`config.mk`:
```
export PLATFORM = sky130hd
export DESIGN_NAME = mac_array_ctrl
export DESIGN_NICKNAME = d
export VERILOG_FILES = /design/src/rtl/mac_array_ctrl.sv
export SDC_FILE = /design/constraint.sdc
export NUM_CORES = 1
export LEC_CHECK = 0
export ABC_AREA = 1
export BUFFER_PORTS_ARGS = -buffer_cell sky130_fd_sc_hd__buf_2
export CORE_ASPECT_RATIO = 1.75
export CORE_UTILIZATION = 52
export CTS_BUF_LIST = sky130_fd_sc_hd__clkbuf_8 sky130_fd_sc_hd__clkbuf_16
export CTS_CLUSTER_DIAMETER = 50
export DETAILED_ROUTE_END_ITERATION = 10
export MAX_ROUTING_LAYER = met4
export PLACE_DENSITY = 0.75
export RECOVER_POWER = 50
export SLEW_MARGIN = 0
export SYNTH_ARGS = -nofsm -noshare
export SYNTH_HDL_FRONTEND = slang
export SYNTH_SLANG_ARGS = --single-unit
```
`constraint.sdc`:
```
create_clock -name clk -period 2.77 [get_ports clk]
set_clock_uncertainty 0.2 [all_clocks]
set_input_delay 0 -clock clk [delete_from_list [all_inputs] [get_ports clk]]
set_output_delay 0 -clock clk [all_outputs]
set_load 0.005 [all_outputs]
```
`src/rtl/mac_array_ctrl.sv`:
```
// Sequences one weight tile then n_act activation rows into mac_array and counts results out.
// Latency: SRAM read issued the cycle after start; inst_w/index_w trail each read by one cycle.
// Backpressure: none; the array is never stalled, and a full output FIFO only raises err.
module mac_array_ctrl #(
    parameter int bw              = 4,
    parameter int psum_bw         = 16,
    parameter int col             = 8,
    parameter int row             = 8,
    parameter int index_selection = 2,
    parameter int act_aw          = 6,
    parameter int settle          = 8,
    parameter int drain_max       = 24
) (
    input  logic                           clk,
    input  logic                           reset,
    input  logic                           start,
    input  logic [act_aw-1:0]              n_act,
    input  logic [row/index_selection-1:0] index_cfg,
    output logic                           wmem_cen,
    output logic [2:0]                     wmem_addr,
    output logic                           amem_cen,
    output logic [act_aw-1:0]              amem_addr,
    output logic [1:0]                     inst_w,
    output logic [row/index_selection-1:0] index_w,
    input  logic [col-1:0]                 valid,
    input  logic                           ofifo_full,
    output logic                           ofifo_wr,
    output logic                           busy,
    output logic                           done,
    output logic                           err
);

    localparam int iw = row / index_selection;
    localparam int cw = 16;

    localparam logic [1:0] INST_IDLE  = 2'b00;
    localparam logic [1:0] INST_LOADW = 2'b01;
    localparam logic [1:0] INST_EXEC  = 2'b10;

    // Weight address is 3 bits wide, so the tile can be at most 8 columns; the phase
    // counter must also hold the longest settle/drain window.
    if (col < 2 || col > 8 || settle < 1 || drain_max < 1 || iw < 1 ||
        bw < 1 || psum_bw < bw || settle >= (1 << cw) || drain_max >= (1 << cw))
    begin : g_bad_param
        $error("mac_array_ctrl: unsupported parameter combination");
    end

    typedef enum logic [2:0] {IDLE, WLOAD, SETTLE, EXEC, DRAIN} state_t;

    state_t              state;
    state_t              state_nxt;
    logic [cw-1:0]       cnt;
    logic [act_aw-1:0]   n_act_q;
    logic [iw-1:0]       index_q;
    logic [act_aw:0]     out_cnt;
    logic                start_acc;
    logic                exec_last;
    logic                drain_hit;
    logic                drain_to;
    logic                out_beat;
    logic                unused_valid_bits;

    // Only the bottom-right column signals a finished result row.
    assign unused_valid_bits = ^valid[col-2:0];

    assign start_acc = (state == IDLE) && start;
    assign exec_last = (cnt == ({{(cw-act_aw){1'b0}}, n_act_q} - cw'(1)));
    assign drain_hit = (out_cnt == {1'b0, n_act_q});
    assign drain_to  = (cnt == cw'(drain_max - 1));
    assign out_beat  = valid[col-1] && busy;
    assign ofifo_wr  = out_beat;

    // State register
    always_ff @(posedge clk or negedge reset) begin
        if (!reset) state <= IDLE;
        else        state <= state_nxt;
    end

    // Next-state logic; phase lengths are measured by cnt, which restarts on every transition
    always_comb begin
        state_nxt = state;
        case (state)
            IDLE:    if (start)                      state_nxt = WLOAD;
            WLOAD:   if (cnt == cw'(col - 1))        state_nxt = SETTLE;
            SETTLE:  if (cnt == cw'(settle - 1))     state_nxt = (n_act_q == '0) ? DRAIN : EXEC;
            EXEC:    if (exec_last)                  state_nxt = DRAIN;
            DRAIN:   if (drain_hit || drain_to)      state_nxt = IDLE;
            default:                                 state_nxt = IDLE;
        endcase
    end

    // Output decode: SRAM strobes and done straight from the current phase
    always_comb begin
        wmem_cen  = 1'b1;
        wmem_addr = '0;
        amem_cen  = 1'b1;
        amem_addr = '0;
        done      = 1'b0;
        busy      = (state != IDLE);
        case (state)
            WLOAD: begin
                wmem_cen  = 1'b0;
                wmem_addr = cnt[2:0];
            end
            EXEC: begin
                amem_cen  = 1'b0;
                amem_addr = cnt[act_aw-1:0];
            end
            DRAIN:   done = drain_hit || drain_to;
            default: ;
        endcase
    end

    // Phase counter: cleared on entry to each state, held at zero while idle
    always_ff @(posedge clk or negedge reset) begin
        if (!reset)                                    cnt <= '0;
        else if (state == IDLE || state_nxt != state)  cnt <= '0;
        else                                           cnt <= cnt + cw'(1);
    end

    // Capture the run configuration on an accepted start
    always_ff @(posedge clk or negedge reset) begin
        if (!reset) begin
            n_act_q <= '0;
            index_q <= '0;
        end else if (start_acc) begin
            n_act_q <= n_act;
            index_q <= index_cfg;
        end
    end

    // Array command trails the SRAM read by one cycle so it lines up with in_w data
    always_ff @(posedge clk or negedge reset) begin
        if (!reset) begin
            inst_w  <= INST_IDLE;
            index_w <= '0;
        end else if (state == WLOAD) begin
            inst_w  <= INST_LOADW;
            index_w <= index_q;
        end else if (state == EXEC) begin
            inst_w  <= INST_EXEC;
            index_w <= index_q;
        end else begin
            inst_w  <= INST_IDLE;
            index_w <= '0;
        end
    end

    // Result counter and sticky error (drain timeout or write into a full FIFO)
    always_ff @(posedge clk or negedge reset) begin
        if (!reset) begin
            out_cnt <= '0;
            err     <= 1'b0;
        end else if (start_acc) begin
            out_cnt <= '0;
            err     <= 1'b0;
        end else begin
            if (out_beat)
                out_cnt <= out_cnt + 1'b1;
            if ((state == DRAIN && drain_to && !drain_hit) || (out_beat && ofifo_full))
                err <= 1'b1;
        end
    end

endmodule

```
==> out/summary.log <==
INFO  routing        met3RoutedLength=93um
INFO  sta            period_share=87.6%
INFO  floorplanning  chipHeight=93.7um
INFO  routing        routedLengthMet1=2.06mm
INFO  clocking       cts.sinks=43
INFO  synth          synth-xor-area-share=4.91%
INFO  global_routing number_of_global_route_vias_before_repair=2058
INFO  synth          synth.mux.area_fraction=0%
INFO  synth          synth_compound_gate_area_share=7.16%
INFO  clocking       clock_tree.buffer_depth=2
INFO  synth          synth_seq_area_share=43.1%
INFO  routing        drtAntennaViolNets=0
INFO  floorplanning  io_pins=43
INFO  placed_design  pre_cts_ws=0.347ns
INFO  routing        drt_first_iter_violations=28
INFO  sta            timing.final.crit_period=2.43ns
INFO  setup_path     cp_data_required_time=2.76ns
INFO  sta            worst_slew_margin_rel=29.2%
INFO  sta            fmax=412MHz
INFO  floorplanning  initial_core_util=53.6%
INFO  floorplanning  floorplan.die.width=54.4um
INFO  global_routing grt_remaining_overflow=0
INFO  job            drv.max_cap_violation_count=0
INFO  pwr            finalPower=0.00130W
INFO  synth          mappedNetlistNets=356
INFO  clocking       htreeDepth=2
INFO  global_routing initial_antenna_violation_count=0
INFO  global_routing grt_first_pass_wirelength=8.74mm
INFO  cells_and_area fin_util=62.5%
INFO  clocking       worstSkewPairLatency=0.31ns
INFO  floorplanning  floorplan_die_area=5100um2
INFO  routing        drt_drc_violations_left=0
INFO  setup_path     worst_setup_path_end_kind=register
INFO  placed_design  gp_routability_congestion=0.888
INFO  synth          synthesis.yosys.warnings=0
INFO  synth          yosys.area_share.adder=1.50%
INFO  sta            setup_tns=0ns
INFO  sta            final_max_slew_viol_count=0
INFO  routing        routed.top_layer=met4
INFO  clocking       clkSlewWorstSetupHoldPaths=0.09ns
INFO  cells_and_area n_antenna_cell=0
INFO  cells_and_area area_growth=16.6%
INFO  clocking       root_buffer=clkbuf_8
INFO  synth          synth_area=2500um2
INFO  clocking       postCtsSetupRepairBufs=0
INFO  sta            post-route-worst-setup-slack=0.345ns
INFO  placed_design  numPortBuffers=35
INFO  clocking       tritoncts=built
INFO  routing        route.vias.total=2177
INFO  routing        drt-total-wl=5.42mm
INFO  synth          post_synth.cell_area_avg=7.55um2
INFO  pwr            ir_worst_vdd=397uV
INFO  setup_path     critical_path_arrival=2.41ns
INFO  floorplanning  core_region_area=4670um2
INFO  synth          simple_gate_share_of_the_synthesized_area=34.9%
INFO  floorplanning  placement_rows=33
INFO  placed_design  hpwlAfterDp=4.07mm
INFO  sta            grt_setup_unrepaired=no
INFO  setup_path     start_kind=register
INFO  routing        drt-wirelength-per-cell=12.4um
INFO  cells_and_area final_common_cell=nand2_1
INFO  sta            report.final.setup_viol=0
INFO  synth          ys_seq_elements=43
INFO  synth          synthesis.instances=331
INFO  cells_and_area regArea=1080um2
INFO  routing        dr.pass1.iters=4
INFO  routing        detailroute.wirelength.met2=3.12mm
INFO  setup_path     regToRegSetupSlack=0.34ns
INFO  pwr            p_leak=1.40nW
INFO  cells_and_area area_used_by_multi_input_combinational_logic=1190um2
INFO  cells_and_area filler_cell_count=436
INFO  global_routing grt_start_max_net_pins=44
INFO  clocking       cts_buffers=5
INFO  sta            max_slew.worst_pin.slew=1.06ns
INFO  pwr            cellPowerDensity=445nW/um2
INFO  cells_and_area fin_nets=408
INFO  run_status     result_of_the_run=finished clean
INFO  min_path       hp-class=in2async
INFO  global_routing gr-usage-all-layers=24.5%
INFO  synth          synth_top_family_by_area=simple AND/OR/NAND/NOR gates
INFO  sta            hold_violations=0
INFO  setup_path     crit_fanout=16
INFO  synth          number_of_library_cell_types_mapped_by_synthesis=31
INFO  sta            hold-worst-slack=0.214ns
INFO  setup_path     timing.setup.critical_path_class=reg2reg
INFO  cells_and_area layout-drive-gt1-share=18.2%
INFO  cells_and_area layout_common_cells=nand2_1 (79), nor2_1 (50), inv_1 (46), dfrtp_1 (43), buf_2 (30)
INFO  routing        drt_via_density=4.99
-- where the power goes --
group / total (W) / switching, W / internal, W
combinational: 0.000171 / 0.0000920 / 0.0000791
clock: 0.000413 / 0.000233 / 0.000180
sequential: 0.000714 / 0.0000433 / 0.000670
-- cell families (layout without fill, tap and decap cells) --
| family | count (synthesis) | after routing |
|---|---|---|
| simple gates | 186 | 186 |
| buf+inv | 52 | 105 |
| flops | 43 | 43 |
| compound gates | 33 | 33 |
| xor+xnor | 14 | 14 |
| fa+ha+maj | 3 | 3 |
-- cell usage after synthesis --
master | number | area, um2
nor4_1 | 1 | 6.26
a22oi_1 | 1 | 7.51
nand3_1 | 18 | 90.1
nand2_2 | 6 | 37.5
nand4_1 | 2 | 12.5
xnor2_1 | 6 | 52.6
clkbuf_1 | 2 | 7.51
nor3_1 | 6 | 30.0
inv_1 | 45 | 169
nand2_1 | 79 | 297
o211ai_1 | 2 | 15.0
o21ai_0 | 21 | 105
nor2_2 | 17 | 106
buf_2 | 1 | 5.00
nor2_8 | 1 | 20.0
a21oi_1 | 5 | 25.0
nor3_4 | 1 | 16.3
ha_1 | 3 | 37.5
o21bai_1 | 1 | 7.51
nand3b_1 | 1 | 7.51
nand2_4 | 1 | 11.3
or2_2 | 1 | 6.26
inv_2 | 3 | 11.3
o22ai_1 | 2 | 12.5
nor2_1 | 47 | 176
dfrtp_1 | 43 | 1080
nor2_4 | 3 | 33.8
a31oi_1 | 1 | 6.26
buf_12 | 1 | 20.0
nand3_2 | 2 | 20.0
xor2_1 | 8 | 70.1
-- cell type report --
type,instances,share of cell area [%]
clock buffer,5,2.36
sequential,43,36.9
inverter,48,6.18
timing repair buffer,49,10.6
tap,52,2.23
clock inverter,3,0.859
multi-input combinational,236,40.8
-- layer usage --
layer	global-route usage (%)	vias to the layer above
met3	3.56	9
met2	46.0	22
met4	10.9	0
met1	22.6	1014
li1	-	1132
met5	-	-
-- worst paths after layout --
check                                          to  cells after the start                    from
max                              cnt[4]$_DFF_PN0_                     15  n_act_q[0]$_DFFE_PN0P_
min                          index_w[3]$_DFF_PN0_                      2                   reset
max reg2reg                      cnt[4]$_DFF_PN0_                     15  n_act_q[0]$_DFFE_PN0P_
min reg2reg                  index_w[1]$_DFF_PN0_                      2  index_q[1]$_DFFE_PN0P_
max in group asynchronous     inst_w[1]$_DFF_PN0_                      2                   reset
min in group clk           n_act_q[2]$_DFFE_PN0P_                      4                n_act[2]
-- worst max-delay path: stages (launching register included) --
cell and delay, ns:
dfrtp_1 0.42, inv_1 0.19, ha_1 0.29, nand2_1 0.11
nand3_1 0.08, nand2_1 0.05, nor2_1 0.13, nand2_1 0.08
nor2_2 0.10, nand2_1 0.07, nand2_2 0.10, nand2_2 0.06
nand2_1 0.07, nand2_2 0.06, nand2_4 0.21, nor2_1 0.08
-- per-stage QoR --
| stage | cell area [um2] | std cells |
|---|---|---|
| finish | 2910 | 436 |
| floorplan | 2500 | 331 |
| global route | 2910 | 436 |
| CTS | 2940 | 436 |
| global placement | 2710 | 414 |
| detailed placement | 2710 | 414 |
-- state kept, by name (all words and copies together) (netlist names) --
| register | cells |
|---|---|
| state | 3 |
| index_w | 4 |
| index_q | 4 |
| cnt | 16 |
| out_cnt | 7 |
| n_act_q | 6 |
| err | 1 |
| inst_w | 2 |
-- timing repair --
action / 4_1_cts / 5_1_grt
hold buffers: 14 / 0
endpoints found under the hold margin: 62 / 0
resized for setup: 0 / 0
Note: power is estimated with default switching activity, not from simulation.
